`src/rtl/fft_pkg.sv`:
```
`default_nettype none
// ============================================================================
//  Module   : fft_pkg
//  Purpose  : Shared types, default sizes and helpers for the FFT sequencer
//  Revision : 1.0  initial release
// ============================================================================
package fft_pkg;

    localparam int c_N_POINTS_DFLT = 64;
    localparam int c_LOG2_N_DFLT   = 6;

    typedef enum logic [1:0] {
        IDLE    = 2'd0,
        LOAD    = 2'd1,
        COMPUTE = 2'd2,
        UNLOAD  = 2'd3
    } fft_state_t;

    // Reverse the low 'width' bits of value; bits above 'width' come back as zero.
    function automatic logic [31:0] bit_reverse(input logic [31:0] value, input int width);
        logic [31:0] rev;
        rev = {<<{value}};
        return rev >> (32 - width);
    endfunction

endpackage
`default_nettype wire

```
`src/rtl/fft_flex_counter.sv`:
```
`default_nettype none
// ============================================================================
//  Module   : fft_flex_counter
//  Purpose  : Up-counter with synchronous clear, enable and programmable wrap.
//             rollover_flag_o is high while the count sits at rollover_val_i.
//  Revision : 1.0  initial release
// ============================================================================
module fft_flex_counter #(
    parameter int WIDTH = 4
) (
    input  logic             clk,
    input  logic             n_reset,
    input  logic             clear_i,
    input  logic             count_enable_i,
    input  logic [WIDTH-1:0] rollover_val_i,
    output logic [WIDTH-1:0] count_o,
    output logic             rollover_flag_o
);

    logic [WIDTH-1:0] r_count_q;
    logic [WIDTH-1:0] w_count_d;

    // Next count: clear wins, then wrap at rollover_val_i, otherwise step by one.
    always_comb begin
        w_count_d = r_count_q;
        if (clear_i) begin
            w_count_d = '0;
        end else if (count_enable_i) begin
            if (r_count_q == rollover_val_i) begin
                w_count_d = '0;
            end else begin
                w_count_d = r_count_q + WIDTH'(1);
            end
        end
    end

    // Count register with asynchronous reset.
    always_ff @(posedge clk or negedge n_reset) begin
        if (!n_reset) begin
            r_count_q <= '0;
        end else begin
            r_count_q <= w_count_d;
        end
    end

    assign count_o         = r_count_q;
    assign rollover_flag_o = (r_count_q == rollover_val_i);

endmodule
`default_nettype wire

```
`src/rtl/fft_seq_ctrl.sv`:
```
`default_nettype none
// ============================================================================
//  Module   : fft_seq_ctrl
//  Purpose  : Frame sequencer for the radix-2 FFT datapath. Loads N samples at
//             bit-reversed addresses, issues LOG2_N stages of N/2 butterflies,
//             then streams N results out under valid/ready.
//  Revision : 1.0  initial release
// ============================================================================
module fft_seq_ctrl
    import fft_pkg::*;
#(
    parameter int N_POINTS = c_N_POINTS_DFLT,
    parameter int LOG2_N   = c_LOG2_N_DFLT
) (
    input  logic                       clk,
    input  logic                       n_reset,
    input  logic                       start,
    input  logic                       abort,
    input  logic                       input_ena,
    input  logic                       bfly_ready,
    input  logic                       out_ready,
    output logic                       samp_we,
    output logic [LOG2_N-1:0]          samp_addr,
    output logic [LOG2_N:0]            samples_in_count_out,
    output logic                       it_count_strobe,
    output logic                       iter_strobe,
    output logic [$clog2(LOG2_N)-1:0]  stage,
    output logic [LOG2_N-2:0]          bfly_idx,
    output logic                       out_valid,
    output logic [LOG2_N-1:0]          out_addr,
    output logic                       busy,
    output logic                       done
);

    localparam int c_CNT_W   = LOG2_N + 1;
    localparam int c_BFLY_W  = LOG2_N - 1;
    localparam int c_STAGE_W = $clog2(LOG2_N);

    localparam logic [c_CNT_W-1:0]   c_SAMP_ROLL  = c_CNT_W'(N_POINTS);
    localparam logic [c_CNT_W-1:0]   c_SAMP_LAST  = c_CNT_W'(N_POINTS - 1);
    localparam logic [c_BFLY_W-1:0]  c_BFLY_LAST  = c_BFLY_W'(N_POINTS / 2 - 1);
    localparam logic [c_STAGE_W-1:0] c_STAGE_LAST = c_STAGE_W'(LOG2_N - 1);
    localparam logic [LOG2_N-1:0]    c_ADDR_LAST  = LOG2_N'(N_POINTS - 1);

    fft_state_t r_state_q;
    fft_state_t w_state_d;
    logic       r_done_q;
    logic       w_done_d;

    logic [c_CNT_W-1:0]   w_samp_cnt;
    logic [c_BFLY_W-1:0]  w_bfly_cnt;
    logic [c_STAGE_W-1:0] w_stage_cnt;
    logic [LOG2_N-1:0]    w_out_cnt;
    logic                 w_samp_full;
    logic                 w_bfly_wrap;
    logic                 w_stage_wrap;
    logic                 w_out_last;

    logic w_in_idle;
    logic w_in_load;
    logic w_in_comp;
    logic w_in_unl;
    logic w_frame_start;
    logic w_clear;
    logic w_samp_acc;
    logic w_bfly_iss;
    logic w_last_bfly;
    logic w_last_stage_bfly;
    logic w_out_acc;

    assign w_in_idle = (r_state_q == IDLE);
    assign w_in_load = (r_state_q == LOAD);
    assign w_in_comp = (r_state_q == COMPUTE);
    assign w_in_unl  = (r_state_q == UNLOAD);

    // Every counter restarts from zero on a new frame or on abort.
    assign w_frame_start     = w_in_idle && start && !abort;
    assign w_clear           = abort || w_frame_start;
    assign w_samp_acc        = w_in_load && input_ena && !w_samp_full;
    assign w_bfly_iss        = w_in_comp && bfly_ready;
    assign w_last_bfly       = w_bfly_iss && w_bfly_wrap;
    assign w_last_stage_bfly = w_last_bfly && w_stage_wrap;
    assign w_out_acc         = w_in_unl && out_ready;

    // Samples accepted this frame; parks at N once loading completes.
    fft_flex_counter #(.WIDTH(c_CNT_W)) u_samp_cnt (
        .clk            (clk),
        .n_reset        (n_reset),
        .clear_i        (w_clear),
        .count_enable_i (w_samp_acc),
        .rollover_val_i (c_SAMP_ROLL),
        .count_o        (w_samp_cnt),
        .rollover_flag_o(w_samp_full)
    );

    // Butterfly index within the current stage.
    fft_flex_counter #(.WIDTH(c_BFLY_W)) u_bfly_cnt (
        .clk            (clk),
        .n_reset        (n_reset),
        .clear_i        (w_clear),
        .count_enable_i (w_bfly_iss),
        .rollover_val_i (c_BFLY_LAST),
        .count_o        (w_bfly_cnt),
        .rollover_flag_o(w_bfly_wrap)
    );

    // Stage index; wraps to zero together with the final butterfly.
    fft_flex_counter #(.WIDTH(c_STAGE_W)) u_stage_cnt (
        .clk            (clk),
        .n_reset        (n_reset),
        .clear_i        (w_clear),
        .count_enable_i (w_last_bfly),
        .rollover_val_i (c_STAGE_LAST),
        .count_o        (w_stage_cnt),
        .rollover_flag_o(w_stage_wrap)
    );

    // Result read address; only moves on an accepted output word.
    fft_flex_counter #(.WIDTH(LOG2_N)) u_out_cnt (
        .clk            (clk),
        .n_reset        (n_reset),
        .clear_i        (w_clear),
        .count_enable_i (w_out_acc),
        .rollover_val_i (c_ADDR_LAST),
        .count_o        (w_out_cnt),
        .rollover_flag_o(w_out_last)
    );

    // State and done-pulse registers.
    always_ff @(posedge clk or negedge n_reset) begin
        if (!n_reset) begin
            r_state_q <= IDLE;
            r_done_q  <= 1'b0;
        end else begin
            r_state_q <= w_state_d;
            r_done_q  <= w_done_d;
        end
    end

    // Phase sequencing; abort overrides every other transition.
    always_comb begin
        w_state_d = r_state_q;
        w_done_d  = 1'b0;
        if (abort) begin
            w_state_d = IDLE;
        end else begin
            case (r_state_q)
                IDLE: begin
                    if (start) begin
                        w_state_d = LOAD;
                    end
                end
                LOAD: begin
                    if (w_samp_acc && (w_samp_cnt == c_SAMP_LAST)) begin
                        w_state_d = COMPUTE;
                    end
                end
                COMPUTE: begin
                    if (w_last_stage_bfly) begin
                        w_state_d = UNLOAD;
                    end
                end
                UNLOAD: begin
                    if (w_out_acc && w_out_last) begin
                        w_state_d = IDLE;
                        w_done_d  = 1'b1;
                    end
                end
                default: begin
                    w_state_d = IDLE;
                end
            endcase
        end
    end

    // Output decode; the sample count is masked in IDLE so all outputs read zero there.
    always_comb begin
        samp_we              = w_samp_acc;
        samp_addr            = '0;
        samples_in_count_out = '0;
        if (w_in_load) begin
            samp_addr = LOG2_N'(bit_reverse(32'(w_samp_cnt[LOG2_N-1:0]), LOG2_N));
        end
        if (!w_in_idle) begin
            samples_in_count_out = w_samp_cnt;
        end
    end

    assign it_count_strobe = w_bfly_iss;
    assign iter_strobe     = w_last_bfly;
    assign stage           = w_stage_cnt;
    assign bfly_idx        = w_bfly_cnt;
    assign out_valid       = w_in_unl;
    assign out_addr        = w_out_cnt;
    assign busy            = !w_in_idle;
    assign done            = r_done_q;

endmodule
`default_nettype wire

```
`config.mk`:
```
export PLATFORM = sky130hd
export DESIGN_NAME = fft_seq_ctrl
export DESIGN_NICKNAME = d
export VERILOG_FILES = /design/src/rtl/fft_pkg.sv /design/src/rtl/fft_flex_counter.sv /design/src/rtl/fft_seq_ctrl.sv
export SDC_FILE = /design/constraint.sdc
export NUM_CORES = 1
export LEC_CHECK = 0
export BUFFER_PORTS_ARGS = -buffer_cell sky130_fd_sc_hd__buf_2
export CAP_MARGIN = 25
export CELL_PAD_IN_SITES_DETAIL_PLACEMENT = 1
export CELL_PAD_IN_SITES_GLOBAL_PLACEMENT = 2
export CORE_MARGIN = 1.5
export CORE_UTILIZATION = 25
export CTS_BUF_LIST = sky130_fd_sc_hd__clkbuf_4 sky130_fd_sc_hd__clkbuf_8 sky130_fd_sc_hd__clkbuf_16
export CTS_CLUSTER_DIAMETER = 30
export DETAILED_ROUTE_END_ITERATION = 16
export GPL_ROUTABILITY_DRIVEN = 0
export GPL_TIMING_DRIVEN = 0
export PLACE_DENSITY = 0.79
export SYNTH_ARGS = -nofsm -noshare
export SYNTH_HDL_FRONTEND = slang
export SYNTH_SLANG_ARGS = --single-unit
```
`constraint.sdc`:
```
create_clock -name clk -period 2.7 [get_ports clk]
set_clock_uncertainty 0.1 [all_clocks]
set_input_delay 0.405 -clock clk [delete_from_list [all_inputs] [get_ports clk]]
set_output_delay 0.405 -clock clk [all_outputs]
set_load 0.03 [all_outputs]
```
==> results of run 1 <==
[worst max-delay path, cell delays in order (launching register included)]
cell and delay, ns:
dfrtp_1 0.42, inv_1 0.09, ha_1 0.31, nand2_1 0.18, a31oi_2 0.34, buf_2 0.27
[metal layers]
| layer | up-vias | wire length [µm] |
|---|---|---|
| li1 | 631 | - |
| met1 | 575 | 1733 |
| met2 | 19 | 1590 |
| met3 | 4 | 101 |
| met4 | 0 | 41 |
| met5 | - | 0 |
[metrics by stage]
step	setup slack (ns)	instances	hold WS, ns	cell area (µm²)
after floorplan	0.4572	157	0.009409	1366
after global placement	0.4420	266	0.3355	1649
after detailed placement	0.4445	266	0.3240	1649
after CTS	0.1292	270	0.02731	1720
after global routing	0.1134	270	0.03828	1727
final	0.3147	270	0.004348	1727
[sequential cells by signal, indices dropped and copies added (netlist names)]
signal               flops
done                     1
u_out_cnt.count_o        6
r_state_q                2
u_stage_cnt.count_o      3
u_bfly_cnt.count_o       5
u_samp_cnt.count_o       7
[final timing paths]
check	endpoint	slack, ns	cells after the start
max	samp_we	0.31	5
min reg2reg	u_bfly_cnt.count_o[4]	0.46	2
min in group clk	r_state_q[1]	0.24	2
max reg2reg	r_state_q[1]	0.56	6
max in group asynchronous	u_bfly_cnt.count_o[1]	2.14	1
min	u_stage_cnt.count_o[1]	0.004	1
[final cells by class]
cell class,count,share of cell area [%]
tap,70,5.072
multi-input combinational,122,42.32
timing repair buffer,39,11.30
clock buffer,3,2.391
sequential,24,34.78
clock inverter,1,1.739
buffer,3,0.6522
inverter,8,1.739
[where the power goes]
part | switching, mW | internal, mW | leakage [nW] | total (mW)
combinational | 0.216 | 0.0889 | 0.492 | 0.305
clock | 0.118 | 0.198 | 0.0357 | 0.316
sequential | 0.0191 | 0.375 | 0.334 | 0.394
total | 0.353 | 0.663 | 0.862 | 1.02
[synthesized netlist by cell type (3+ instances only)]
library cell  count
ha_1              9
inv_1             8
dfrtp_1          24
xor2_1            3
clkbuf_1          3
nor3_1            8
nand3_1           6
nor2_1           21
nand2_1          13
nor2b_1           4
and2_1            7
xnor2_1           4
a21oi_1          13
o21ai_0           8
and3_1            5
[timing repair]
action | 4_1_cts | 5_1_grt
setup buffers | 0 | 0
endpoints found under the setup margin | 0 | 1
hold endpoints to repair | 0 | 0
gates resized for setup | 0 | 1
hold buffers | 0 | 0
[logic make-up (layout without fill, tap and decap cells)]
family / count (synthesis) / in the layout / share of synthesized area, %
AND/OR/NAND/NOR: 78 / 78 / 28.75
AO/OA/AOI/OAI: 28 / 28 / 11.54
flip-flops: 24 / 24 / 43.96
buffers and inverters: 11 / 54 / 3.022
adder cells (fa/ha/maj): 9 / 9 / 8.242
XOR/XNOR: 7 / 7 / 4.487
==> impl_metrics.ini, run 1 <==
[outcome]
outcome = finished clean

[floorplanning]
start_util_pct = 26.42
fp-row-count = 26
die_w_um = 76.93
core_um2 = 5172
die_area_um2 = 5917
ioPinCount = 40
die-height_um = 76.93

[timing]
drv_slew = 0
rsz0062_at_grt = no
fmax_mhz = 419.2
slew_headroom_pct = 61.15
setup_tns_ns = 0
fin_crit_sh_pct = 88.35
setup_viol = 0
hold_viol = 0
fin_crit_ns = 2.385
tightest_slew_ns = 0.5828

[global_routing]
grt_pass1_wl_um = 5989
use_met2_pct = 20.53
busiest_layer = met2
first_global_vias = 1213
grt_use_met1_pct = 16.84
grt_usage_pct = 12.63
use_met3_pct = 2.857
grt_max_degree = 25
antenna_found_initial = 0
grt_overflow = 0

[setup_path]
crit_type = reg -> out
end_kind = output port
crit_fanout = 8
rr_startpoint = u_samp_cnt.count_o[0]
startpoint_type = flip-flop
cp.required_ns = 2.19
critical_path_arrival_ns = 1.88
crit_start = r_state_q[1]

[finish]
insertedDiodeCount = 0
layout_common_cells = buf_2, dfrtp_1, nor2_1, nand2_1, a21oi_1
fillCellCount = 621
multi_input_area_um2 = 730.7
final_common_cell = buf_2
area_growth_syn_to_layout_pct = 26.37
regArea_um2 = 600.6
drive_above_1_share_pct = 22.50
final_util_pct = 33.38
nets = 217

[yosys]
ys_top_cells_by_area = dfrtp_1, ha_1, nor2_1
netlist_area_um2 = 1366
synthFlopType = dfrtp_1
yosys_warnings = 0
synth_top_area_cell = dfrtp_1
ys_seq_area_share_pct = 43.96
ys_types = 30
synth_edf_count = 0
syn_avg_cell_area_um2 = 8.703
synth.top_cell.area_share_pct = 43.96
ys_seq_elements = 24
syn-num-nets = 173
syn_inst = 157
async_flop_share_pct = 100.0

[drt]
dr.pass1.iters = 4
vias_per_cell = 4.552
ant_nets = 0
routed-via-count = 1229
drtIter0Drc = 42
wl_per_cell_um = 12.84
route.detailed.drc = 0
wl_um = 3467

[clock_network]
htree_num_levels = 1
cts-root-buf = clkbuf_8
clock_latency_ns = 0.27
cts_tree = built
clock-sinks = 24
clk_pin_slew_ns = 0.08
cts_buffers = 3
cts_buffer_depth = 2

[placement]
dpl.hpwl_um = 2640
io_buffers = 39

[min_path]
min_path_type = in -> async

[pwr]
power_density_nw_per_um2 = 588.1
p_leak_nw = 0.8618
peakVddDrop_mv = 0.2317
p_total_mw = 1.015

[flow_run]
cap_violations = 0
No activity file was read; power rests on OpenSTA's default activity.
==> inputs of run 2 (changes only) <==
Settings changed: REMOVE_ABC_BUFFERS from default to 1.
==> impl_metrics.ini, run 2 (same netlist as run 1, synthesis figures left out) <==
[outcome]
outcome = finished clean

[floorplanning]
die_area_um2 = 5917
ioPinCount = 40
fp-row-count = 26
die-height_um = 76.93
start_util_pct = 26.42
core_um2 = 5172
die_w_um = 76.93

[global_routing]
grt_usage_pct = 12.72
grt_overflow = 0
grt_pass1_wl_um = 6058
antenna_found_initial = 0
first_global_vias = 1257
grt_max_degree = 25

[clock_network]
htree_num_levels = 1
cts-root-buf = clkbuf_8
cts_setup_buffers = 0
clock-sinks = 24
clock_latency_ns = 0.27
cts_buffer_depth = 2
clk_pin_slew_ns = 0.09
cts_buffers = 3
cts_hold_buf = 0
cts_tree = built

[finish]
fillCellCount = 635
nets = 214
layout_common_cells = buf_2, dfrtp_1, nor2_1, nand2_1, a21oi_1
drive_above_1_share_pct = 22.84
largest_register_ffs = 7
final_cells = 267
insertedDiodeCount = 0
area_growth_syn_to_layout_pct = 24.36
final_area_um2 = 1699
final_util_pct = 32.85
final_common_cell = buf_2

[pwr]
p_leak_nw = 0.8513
peakVddDrop_mv = 0.2703
switching_power_uw = 358.5
power_frac_comb_pct = 31.9
pwr-share-clk_pct = 26.7
power.share.switching_pct = 37.63
pwr-share-seq_pct = 41.4
p_int_uw = 594.2
power_density_nw_per_um2 = 560.7

[drt]
routed.top_layer = met4
routed-via-count = 1253
vias_per_cell = 4.693
wl_um = 3549
wl_per_cell_um = 13.29
dr.pass1.iters = 4
met3_length_um = 135
ant_nets = 0
drtIter0Drc = 19
met1Wirelength_um = 1755
route.detailed.drc = 0
wl_met2_um = 1613

[placement]
io_buffers = 39
placed_area_um2 = 1638
dp_slack_ns = 0.4133
dpl.hpwl_um = 2531
placed_cells = 263

[setup_path]
startpoint_type = flip-flop
critical_path_arrival_ns = 1.92
crit_fanout = 8
cp.required_ns = 2.19
crit_type = reg -> out
rrSetupSlack_ns = 0.55
end_kind = output port

[timing]
setup_ws_ns = 0.2771
tightest_slew_ns = 0.7518
rsz0062_at_grt = no
drv_slew = 0
setup_viol = 0
fmax_mhz = 412.7
setup_tns_ns = 0
fin_crit_sh_pct = 89.74
fin_crit_ns = 2.423
slew_headroom_pct = 49.88
hold_viol = 0

[flow_run]
cap_violations = 0

[min_path]
min_path_type = in -> async
## run 2: cell count changes in the layout (fill, tap and decap cells not counted), sizes merged
cell | before | now
clkbuf | 6 | 4
bufinv | 1 | 0
## run 2: path summary, 6_finish.rpt
check	from	endpoint	depth (start not counted)
max	r_state_q[1]	samp_we	5
min	n_reset	u_samp_cnt.count_o[1]	1
max reg2reg	u_bfly_cnt.count_o[0]	r_state_q[1]	8
min reg2reg	u_bfly_cnt.count_o[4]	u_bfly_cnt.count_o[4]	2
max in group asynchronous	n_reset	u_samp_cnt.count_o[4]	1
min in group clk	abort	r_state_q[1]	2
## run 2: repair_timing
| item | 4_1_cts | 5_1_grt |
|---|---|---|
| gates resized for setup | 0 | 1 |
| hold endpoints to repair | 0 | 0 |
| setup endpoints to repair | 0 | 1 |
## run 2: critical path: stages, from the launching register on
cell and delay [ns]:
dfrtp_1 0.43, inv_1 0.10, ha_1 0.33, nand2_1 0.18, a31oi_2 0.34, buf_2 0.27
## run 2: power groups by stage
stage	clock network, mW	registers, mW	logic (mW)
after floorplan	0	0.400	0.206
after global placement	0	0.400	0.303
after detailed placement	0	0.402	0.305
after CTS	0.267	0.394	0.307
after global routing	0.279	0.398	0.338
final	0.255	0.394	0.304
## run 2: final cells by class
class                           instances  area (µm²)  share of cell area [%]
Tap cell                               70       87.58                   5.155
Sequential cell                        24       600.6                   35.35
Timing Repair Buffer                   39       195.2                   11.49
Inverter                                8       30.03                   1.767
Clock buffer                            4       55.05                   3.240
Multi-Input combinational cell        122       730.7                   43.00
## run 2: metal layers
layer	GRT usage, %	vias up
met4	3.889	0
met2	20.44	27
li1	-	621
met5	0	-
met1	16.98	601
met3	2.738	4
## run 2: stage by stage
stage                     total power, mW  hold slack [ns]
after floorplan                    0.6059         0.009409
after global placement             0.7029           0.3442
after detailed placement           0.7072           0.3399
after CTS                          0.9685          0.03558
after global routing                1.015          0.05431
final                              0.9527          0.02670
==> inputs of run 3 (changes only) <==
Settings changed: ABC_AREA from default to 1, CORE_MARGIN 1.5 to 2, PLACE_DENSITY 0.79 to 0.81, TNS_END_PERCENT from default to 10.
==> impl_metrics.ini, run 3 <==
[outcome]
outcome = finished clean

[clock_network]
clk_pin_slew_ns = 0.09
cts_resized = 0
cts_tree = built
cts-root-buf = clkbuf_8
clock-sinks = 24
cts_buffers = 3
cts_hold_buf = 0
cts_buffer_depth = 2
cts_setup_buffers = 0
clock_latency_ns = 0.27
htree_num_levels = 1

[placement]
io_buffers = 39
dp_slack_ns = 0.5761
dpl.hpwl_um = 2941

[min_path]
min_path_type = in -> async

[floorplanning]
die_w_um = 81.98
core_um2 = 5886
fp-row-count = 28
start_util_pct = 25.83
ioPinCount = 40
die-height_um = 81.98
die_area_um2 = 6721

[timing]
fin_crit_sh_pct = 87.66
fin_crit_ns = 2.367
setup_viol = 0
hold_viol = 0
drv_slew = 0
fmax_mhz = 422.5
setup_tns_ns = 0
tightest_slew_ns = 0.5965
setup_ws_ns = 0.3333
slew_headroom_pct = 60.23
holdWs_ns = 0.02733
rsz0062_at_grt = no

[drt]
dr.pass1.iters = 4
wl_per_cell_um = 12.17
routed-via-count = 1394
drtIter0Drc = 49
ant_nets = 0
vias_per_cell = 4.397
route.detailed.drc = 0
wl_um = 3858

[yosys]
yosysMostFrequentCell = nand2_1
yosys_warnings = 0
syn_avg_cell_area_um2 = 7.452
synthFlopType = dfrtp_1
netlist_area_um2 = 1520
ys_top_cells_by_area = dfrtp_1, nand2_1, inv_1
async_flop_share_pct = 100.0
synth.top_cell.area_share_pct = 39.51
syn_inst = 204
synth_edf_count = 0
ys_seq_area_share_pct = 39.51
synth_top_cells_by_count = nand2_1, inv_1, nor2_1
ys_seq_elements = 24
synth_top_area_cell = dfrtp_1
ys_types = 25

[finish]
final_util_pct = 30.95
insertedDiodeCount = 0
nets = 259
area_growth_syn_to_layout_pct = 19.84
layout_common_cells = nand2_1, buf_2, inv_1, nor2_1, dfrtp_1
drive_above_1_share_pct = 22.31
fillCellCount = 763
final_common_cell = nand2_1
regArea_um2 = 600.6
multi_input_area_um2 = 743.2
largest_register_ffs = 7

[global_routing]
grt_max_degree = 25
grt_overflow = 0
grt_pass1_wl_um = 6630
antenna_found_initial = 0
grt_usage_pct = 12.53
first_global_vias = 1413

[setup_path]
cp.required_ns = 2.19
critical_path_arrival_ns = 1.86
startpoint_type = flip-flop
crit_fanout = 8
r2r_cells = 8
crit_type = reg -> out
end_kind = output port

[pwr]
power_density_nw_per_um2 = 580.3
peakVddDrop_mv = 0.1931
p_leak_nw = 1.011

[flow_run]
cap_violations = 0
[run 3: cell type report]
type,count,share of cell area (%)
Clock buffer,4,3.022
Inverter,35,7.349
Multi-Input combinational cell,140,40.80
Sequential cell,24,32.97
Tap cell,75,5.151
Timing Repair Buffer,39,10.71
[run 3: worst paths after layout]
path	start	to	slack [ns]
worst max register to register	r_state_q[0]	u_stage_cnt.count_o[1]	0.60
min in group clk	abort	done	0.33
max in group asynchronous	n_reset	u_samp_cnt.count_o[5]	2.08
worst max-delay path	r_state_q[1]	samp_we	0.33
worst min register to register	u_out_cnt.count_o[4]	u_out_cnt.count_o[4]	0.43
worst min-delay path	n_reset	u_bfly_cnt.count_o[0]	0.03
[run 3: cell families after synthesis]
| logic type | after synthesis | share of synthesized area (%) |
|---|---|---|
| xor+xnor | 3 | 1.729 |
| flops | 24 | 39.51 |
| fa+ha+maj | 9 | 7.408 |
| simple gates | 100 | 28.31 |
| compound gates | 27 | 10.78 |
| buf+inv | 40 | 11.60 |
| mux | 1 | 0.6585 |
[run 3: stage by stage]
stage | power, mW | std cells | cell area (µm²)
after global placement | 0.8167 | 313 | 1767
after detailed placement | 0.8188 | 313 | 1767
after floorplan | 0.6974 | 199 | 1478
after global routing | 1.137 | 317 | 1822
after CTS | 1.078 | 317 | 1822
final | 1.057 | 317 | 1822
[run 3: where the power goes]
| part | leakage [nW] | internal [mW] | switching [mW] |
|---|---|---|---|
| clock network | 0.0288 | 0.130 | 0.125 |
| logic | 0.649 | 0.107 | 0.292 |
| registers | 0.333 | 0.379 | 0.0234 |
[run 3: worst max-delay path, cell delays in order, from the launching register on]
cell,delay [ns]
dfrtp_1,0.42
inv_1,0.09
ha_1,0.34
nand2_1,0.12
inv_1,0.10
nand2_1,0.17
inv_2,0.14
buf_2,0.21
[run 3: per-layer routing]
metal,vias to the layer above,global-route usage [%],wire length (µm)
met2,30,21.30,1750
met4,0,3.000,20
met3,2,1.868,172
met1,646,16.66,1915
met5,-,0,0
li1,716,-,-
